<file path="src/rtl/vga_pkg.sv">
// Shared 640x480@60 VGA timing constants, counter sizing limits and the
// line/frame period helper used by every VGA block.
package vga_pkg;

    localparam int VGA_H_ACTIVE = 640;
    localparam int VGA_H_FRONT  = 16;
    localparam int VGA_H_SYNC   = 96;
    localparam int VGA_H_BACK   = 48;
    localparam int VGA_V_ACTIVE = 480;
    localparam int VGA_V_FRONT  = 10;
    localparam int VGA_V_SYNC   = 2;
    localparam int VGA_V_BACK   = 33;

    localparam int VGA_CNT_W     = 10;
    localparam int VGA_MAX_TOTAL = 1 << VGA_CNT_W;
    localparam int VGA_MAX_PIPE  = 4;

    function automatic int vga_total(input int active, input int front,
                                     input int sync, input int back);
        return active + front + sync + back;
    endfunction

    localparam int VGA_H_TOTAL = vga_total(VGA_H_ACTIVE, VGA_H_FRONT, VGA_H_SYNC, VGA_H_BACK);
    localparam int VGA_V_TOTAL = vga_total(VGA_V_ACTIVE, VGA_V_FRONT, VGA_V_SYNC, VGA_V_BACK);

    // Each field is 1 while the raw condition holds; polarity is applied downstream.
    typedef struct packed {
        logic active;
        logic vsync;
        logic hsync;
    } vga_sync_t;

endpackage

</file>
<file path="src/rtl/vga_sync_delay.sv">
// Resettable DEPTH-stage shift register that lines the sync/active flags up
// with a colour path of the same latency; DEPTH=0 is a straight wire.
module vga_sync_delay
    import vga_pkg::*;
#(
    parameter int DEPTH = 1
) (
    input  logic      clk_i,
    input  logic      rst_i,
    input  vga_sync_t d_i,
    output vga_sync_t q_o
);

    if (DEPTH == 0) begin : g_pass
        assign q_o = d_i;
    end else begin : g_pipe
        vga_sync_t stage_q [DEPTH];

        // Reset clears every stage so no stale pulse escapes after a restart.
        always_ff @(posedge clk_i or posedge rst_i) begin
            if (rst_i) begin
                for (int i = 0; i < DEPTH; i++) begin
                    stage_q[i] <= '0;
                end
            end else begin
                stage_q[0] <= d_i;
                for (int i = 1; i < DEPTH; i++) begin
                    stage_q[i] <= stage_q[i-1];
                end
            end
        end

        assign q_o = stage_q[DEPTH-1];
    end

endmodule

</file>
<file path="src/rtl/vga_timing_generator.sv">
// VGA raster timing: pixel/line counters, active-area flag, frame counter and
// sync pulses delayed to match a PIPE_DELAY-clock colour pipeline.
module vga_timing_generator
    import vga_pkg::*;
#(
    parameter int H_ACTIVE        = VGA_H_ACTIVE,
    parameter int H_FRONT         = VGA_H_FRONT,
    parameter int H_SYNC          = VGA_H_SYNC,
    parameter int H_BACK          = VGA_H_BACK,
    parameter int V_ACTIVE        = VGA_V_ACTIVE,
    parameter int V_FRONT         = VGA_V_FRONT,
    parameter int V_SYNC          = VGA_V_SYNC,
    parameter int V_BACK          = VGA_V_BACK,
    parameter int SYNC_ACTIVE_LOW = 1,
    parameter int PIPE_DELAY      = 1
) (
    input  logic                 i_clk,
    input  logic                 i_reset,
    output logic [VGA_CNT_W-1:0] o_px,
    output logic [VGA_CNT_W-1:0] o_py,
    output logic                 o_activeArea,
    output logic                 o_activeAreaDly,
    output logic                 o_hsync,
    output logic                 o_vsync,
    output logic                 o_frameStart,
    output logic [15:0]          o_frame
);

    localparam int H_TOTAL  = vga_total(H_ACTIVE, H_FRONT, H_SYNC, H_BACK);
    localparam int V_TOTAL  = vga_total(V_ACTIVE, V_FRONT, V_SYNC, V_BACK);
    localparam int HS_START = H_ACTIVE + H_FRONT;
    localparam int VS_START = V_ACTIVE + V_FRONT;

    localparam logic [VGA_CNT_W-1:0] H_LAST = VGA_CNT_W'(H_TOTAL - 1);
    localparam logic [VGA_CNT_W-1:0] V_LAST = VGA_CNT_W'(V_TOTAL - 1);
    // One extra bit so bounds equal to 1024 do not alias to zero.
    localparam logic [VGA_CNT_W:0] H_ACT_L = (VGA_CNT_W+1)'(H_ACTIVE);
    localparam logic [VGA_CNT_W:0] V_ACT_L = (VGA_CNT_W+1)'(V_ACTIVE);
    localparam logic [VGA_CNT_W:0] HS_LO   = (VGA_CNT_W+1)'(HS_START);
    localparam logic [VGA_CNT_W:0] HS_HI   = (VGA_CNT_W+1)'(HS_START + H_SYNC);
    localparam logic [VGA_CNT_W:0] VS_LO   = (VGA_CNT_W+1)'(VS_START);
    localparam logic [VGA_CNT_W:0] VS_HI   = (VGA_CNT_W+1)'(VS_START + V_SYNC);
    localparam logic SYNC_POL = (SYNC_ACTIVE_LOW != 0);

    if (H_TOTAL > VGA_MAX_TOTAL) begin : g_h_total_too_big
        $error("vga_timing_generator: H_TOTAL exceeds 10-bit counter range");
    end
    if (V_TOTAL > VGA_MAX_TOTAL) begin : g_v_total_too_big
        $error("vga_timing_generator: V_TOTAL exceeds 10-bit counter range");
    end
    if (PIPE_DELAY > VGA_MAX_PIPE || PIPE_DELAY < 0) begin : g_pipe_out_of_range
        $error("vga_timing_generator: PIPE_DELAY must be 0..4");
    end

    logic [VGA_CNT_W-1:0] px_q, px_d;
    logic [VGA_CNT_W-1:0] py_q, py_d;
    logic                 active_q, active_d;
    logic                 frame_start_q, frame_start_d;
    logic [15:0]          frame_q, frame_d;
    vga_sync_t            raw;
    vga_sync_t            dly;

    // Flags are derived from the next counter values so they register in step.
    always_comb begin
        px_d = (px_q == H_LAST) ? '0 : px_q + 10'd1;
        py_d = py_q;
        if (px_q == H_LAST) begin
            py_d = (py_q == V_LAST) ? '0 : py_q + 10'd1;
        end
        active_d      = ({1'b0, px_d} < H_ACT_L) && ({1'b0, py_d} < V_ACT_L);
        frame_start_d = (px_d == '0) && (py_d == '0);
        frame_d       = frame_start_d ? frame_q + 16'd1 : frame_q;
    end

    // Reset parks the raster on the last pixel so the first edge lands on (0,0).
    always_ff @(posedge i_clk or posedge i_reset) begin
        if (i_reset) begin
            px_q          <= H_LAST;
            py_q          <= V_LAST;
            active_q      <= 1'b0;
            frame_start_q <= 1'b0;
            frame_q       <= 16'hFFFF;
        end else begin
            px_q          <= px_d;
            py_q          <= py_d;
            active_q      <= active_d;
            frame_start_q <= frame_start_d;
            frame_q       <= frame_d;
        end
    end

    always_comb begin
        raw        = '0;
        raw.active = active_q;
        raw.hsync  = ({1'b0, px_q} >= HS_LO) && ({1'b0, px_q} < HS_HI);
        raw.vsync  = ({1'b0, py_q} >= VS_LO) && ({1'b0, py_q} < VS_HI);
    end

    vga_sync_delay #(
        .DEPTH (PIPE_DELAY)
    ) u_sync_delay (
        .clk_i (i_clk),
        .rst_i (i_reset),
        .d_i   (raw),
        .q_o   (dly)
    );

    assign o_px            = px_q;
    assign o_py            = py_q;
    assign o_activeArea    = active_q;
    assign o_activeAreaDly = dly.active;
    assign o_hsync         = dly.hsync ^ SYNC_POL;
    assign o_vsync         = dly.vsync ^ SYNC_POL;
    assign o_frameStart    = frame_start_q;
    assign o_frame         = frame_q;

endmodule
</file>
<file path="config.mk">
export PLATFORM = sky130hd
export DESIGN_NAME = vga_timing_generator
export DESIGN_NICKNAME = d
export VERILOG_FILES = /design/src/rtl/vga_pkg.sv /design/src/rtl/vga_sync_delay.sv /design/src/rtl/vga_timing_generator.sv
export SDC_FILE = /design/constraint.sdc
export NUM_CORES = 1
export LEC_CHECK = 0
export BUFFER_PORTS_ARGS = -buffer_cell sky130_fd_sc_hd__buf_2
export CORE_MARGIN = 2
export CORE_UTILIZATION = 56
export DETAILED_ROUTE_END_ITERATION = 16
export PLACE_DENSITY = 0.8
export SYNTH_ARGS = -nofsm -noshare
export SYNTH_HDL_FRONTEND = slang
export SYNTH_SLANG_ARGS = --single-unit
</file>
<file path="constraint.sdc">
create_clock -name i_clk -period 7.8 [get_ports i_clk]
set_input_delay 0.78 -clock i_clk [delete_from_list [all_inputs] [get_ports i_clk]]
set_output_delay 0.78 -clock i_clk [all_outputs]
set_load 0.02 [all_outputs]
</file>
# --- After elaboration in Yosys (flattened, before gate mapping) ---
# Index checks and enable logic that the tools add are counted.
word_totals:
  reg_bits: 41
  in_bits: 2
  out_inout_bits: 41
op_classes:
  n_addsub: 3
  order_cmp: 6
  eq_ne: 2
  n_mux: 3
  bitwise_logic: 2
  n_reduce_logical: 6
ops:
  columns: ["cell", "count"]
  rows:
  - ["$mux 10", 3]
  - ["$add 10x1->10 const B", 2]
  - ["$eq 10x10->1 const B", 2]
  - ["$logic_not 10->1", 2]
  - ["$lt 10x10->1 const B", 2]
  - ["$lt 10x9->1 const B", 2]
  - ["$add 16x1->16 const B", 1]
  - ["$ge 10x10->1 const B", 1]
  - ["$ge 10x9->1 const B", 1]
  - ["$logic_and 1x1->1", 4]
  - ["$not 1->1", 2]

# --- Depth between registers and ports, before layout ---
depth:
  depth_word: 5
  ltp_mapped: 11
  depth_no_buf: 9

# --- Cells and area by module ---
# From an unflattened synthesis, not the netlist that was laid out.
unflattened:
  cells_unflattened: 217
  area_unflattened_um2: 2289.7
by_module_without_submodules:
  columns: ["mod", "instances", "cells_per_inst", "area_per_inst_um2"]
  rows:
  - ["vga_timing_generator", 1, 213, 2210.9]
  - ["vga_sync_delay", 1, 4, 78.8]

# --- Worst setup path after synthesis ---
# Ideal clock, no wire load.
synth_path:
  kind: "register -> register"
  from: "register px_q[0] (netlist: o_px[0])"
  to: "register frame_q[1] (netlist: o_frame[1])"
  setup_time_ns: 0.082
  t_arrival_ns: 3.123
  slack_ns: 4.595
  stages_incl_launch_ff: 11
  path_cell_list: "dfstp_2 ha_1 nand3_2 or3_1 buf_4 nor3_1 xor2_1 or4_1 buf_6 nor2_1 mux2_2"
synth_via:
  elab_chain_cells: 4
synth_lines:
  columns: ["element", "line", "rtl"]
  rows:
  - ["start, declared", "vga_timing_generator.sv:55", "logic [VGA_CNT_W-1:0] px_q, px_d;"]
  - ["start signal, assigned", "vga_timing_generator.sv:84", "px_q <= px_d;"]
  - ["$eq 10x10->1", "vga_timing_generator.sv:67", "if (px_q == H_LAST) begin"]
  - ["$mux 10", "vga_timing_generator.sv:67", null]
  - ["named net py_d[7]", "vga_timing_generator.sv:56", "logic [VGA_CNT_W-1:0] py_q, py_d;"]
  - ["$logic_not 10->1", "vga_timing_generator.sv:71", "frame_start_d = (px_d == '0) && (py_d == '0);"]
  - ["$logic_and 1x1->1", "vga_timing_generator.sv:71", null]
  - ["end signal, assigned", "vga_timing_generator.sv:88", "frame_q <= frame_d;"]
  - ["end, declared", "vga_timing_generator.sv:59", "logic [15:0] frame_q, frame_d;"]
# The timed path passes the listed nets, and every way through them passes these cells.
# A chain may end at the register's enable or synchronous reset.

# --- Worst setup path after layout ---
# Same ends and word-level chain as after synthesis.

==> results.json <==
{
  "yosys_warnings": 0,
  "max_freq_mhz": 263,
  "cp.required_ps": 8030,
  "grt_max_degree": 42,
  "place_congestion": 0.843,
  "drive_above_1_share_pct": 38.4,
  "dpl_cell_area_sq_mm": 0.00260,
  "drc": 0,
  "synth_nets": 239,
  "io_buffers": 42,
  "synth_cell_type_count": 53,
  "end_kind": "register",
  "diodes": 0,
  "synthCells": 231,
  "nets": 278,
  "place_hpwl_um": 3460,
  "htree_levels": 2,
  "final_common_cell": "buf_2",
  "cts_tree": "yes",
  "start_util_pct": 59.2,
  "area_delta_synth_final_pct": 11.4,
  "critPathMaxFanout": 15,
  "finalSetupTns_ps": 0,
  "ys_seq_elements": 41,
  "clk_pin_slew_worst_paths_ps": 80,
  "std_cell_rows": 23,
  "arrival_ps": 4030,
  "ctsResizeCount": 0,
  "setup_viol": 0,
  "ys_seq_area_share_pct": 43.8,
  "mostFrequentLayoutCells": "buf_2 (42), dfstp_2 (26), xor2_1 (20), nor2_1 (17)",
  "dr_total_vias": 1842,
  "hold_violations": 0,
  "synth_edf_count": 0,
  "grt_pass1_wl_um": 8270,
  "skew_ps": 6.32,
  "cts_setup_buffers": 0,
  "syn_area_sq_mm": 0.00242,
  "cp-start-kind": "register",
  "layout_min_cycle_time_ps": 3800,
  "drt_iter0_markers": 171,
  "insertion_delay_ps": 300,
  "rsz0062_at_grt": "no",
  "routed_wl_um": 4810,
  "grt_overflow": 0,
  "cts-root-buf": "clkbuf_8",
  "cts.path.max_buffers": 2,
  "core_sq_mm": 0.00409,
  "final_cell_area_sq_mm": 0.00269,
  "cap_violations": 0,
  "cts_buffers": 5,
  "powerDensity_mw_per_mm2": 134,
  "outcome": "finished clean",
  "slew_violations": 0,
  "routedWlPerCell_um": 15.0,
  "die_x_um": 69.7,
  "synth_ff_type": "dfstp_2",
  "ctsHoldBuffers": 0,
  "min_path_type": "register to register",
  "die_area_sq_mm": 0.00486,
  "synthArstFlopShare_pct": 100,
  "synth.avg_cell_area_sq_um": 10.5,
  "tightest_slew_ps": 820,
  "antenna_found_initial": 0,
  "rrSetupSlack_ps": 4000,
  "vias_per_cell": 5.74,
  "track_usage_pct": 21.4,
  "io_pins": 43,
  "first_global_vias": 1722,
  "drtPass1Iterations": 4,
  "ir_worst_vdd_uv": 140,
  "ant_nets": 0,
  "period_share_pct": 48.7,
  "max-slew-margin-rel_pct": 45.3,
  "die_h_um": 69.7,
  "path_class": "register to register",
  "cts.sinks": 41,
  "num-fill-cells": 327,
  "p_leak_uw": 0.00127
}
-- registers in the layout, indices dropped and copies added (netlist names) --
name and count:
o_py 10, u_sync_delay.q_o 3, o_frameStart 1, o_px 10, o_activeArea 1, o_frame 16
-- cell usage after synthesis (2+ instances only) --
library cell | count | area share, %
buf_4 | 4 | 1.2
nand4_1 | 9 | 2.3
inv_1 | 16 | 2.5
nand2_1 | 16 | 2.5
nor4_4 | 2 | 1.8
o211ai_1 | 2 | 0.62
ha_1 | 6 | 3.1
buf_2 | 2 | 0.41
o21ai_0 | 11 | 2.3
nor3_2 | 10 | 4.1
xnor2_1 | 5 | 1.8
o2111a_1 | 2 | 0.93
or3_1 | 2 | 0.52
nor4_1 | 4 | 1.0
buf_6 | 4 | 1.9
o31ai_1 | 2 | 0.62
a21oi_1 | 2 | 0.41
and3_1 | 4 | 1.0
dfstp_2 | 26 | 28
xor2_1 | 20 | 7.2
nor4_2 | 3 | 1.6
nor2_1 | 17 | 2.6
dfrtp_1 | 15 | 16
nand3_1 | 11 | 2.3
mux2_2 | 3 | 1.4
nor3_1 | 6 | 1.2
-- layout make-up --
| cell class | count | area, sq um | area share [%] |
|---|---|---|---|
| clock buffer | 6 | 82.6 | 3.07 |
| clock inverter | 2 | 13.8 | 0.511 |
| inverter | 16 | 60.1 | 2.23 |
| multi-input combinational | 162 | 1190 | 44.2 |
| sequential | 41 | 1060 | 39.3 |
| tap | 50 | 62.6 | 2.32 |
| timing repair buffer | 44 | 225 | 8.36 |
-- cells by family (layout without fill, tap and decap cells) --
group	count (synthesis)	count (layout)	share of synthesized area [%]
AO/OA/AOI/OAI	29	29	9.31
XOR/XNOR	25	25	9.05
adder cells (fa/ha/maj)	6	6	3.10
buffers and inverters	28	68	6.98
flip-flops	41	41	43.8
multiplexers	3	3	1.40
AND/OR/NAND/NOR	99	99	26.4
-- worst paths after layout --
kind                              start                   to  cells past startpoint
max                             o_px[0]           o_frame[1]                      8
min                        o_activeArea  u_sync_delay.q_o[2]                      0
max in group asynchronous       i_reset              o_px[8]                      3
min in group asynchronous       i_reset              o_py[5]                      3
min reg2reg                o_activeArea  u_sync_delay.q_o[2]                      0
max reg2reg                     o_px[0]           o_frame[1]                      8
-- layer usage --
layer	part of all wire [%]	GRT usage [%]	up-vias
met1	45	28.2	882
met5	0	0	-
met2	47	33.0	54
li1	-	-	892
met4	2.3	8.76	0
met3	5.6	6.40	14
-- critical path, cell delays in order (launching register included) --
cell     delay, ps
dfstp_2        590
ha_1           290
nand3_2        190
or3_1          570
nor3_1         280
xor2_1         150
or4_1          930
nor2_1         350
mux2_2         370
-- where the power goes --
group	switching, uW	total, uW	leakage (uW)	internal [uW]
Combinational	3.89	4.43	0.000754	0.543
Sequential	0	213	0.000463	213
Clock	72.6	144	0.0000512	71.6
Total	76.5	362	0.00127	285
-- stage by stage --
step	hold WS, ps	std cells	utilization [%]	power [uW]	setup WS (ps)
final	371	321	65.9	362	4000
after global routing	392	321	65.9	380	3770
after CTS	374	321	65.9	367	4030
after detailed placement	357	313	63.6	222	4050
after global placement	356	313	63.6	221	4220
after floorplan	494	231	-	220	4590
Power figures use the tool's default switching activity.
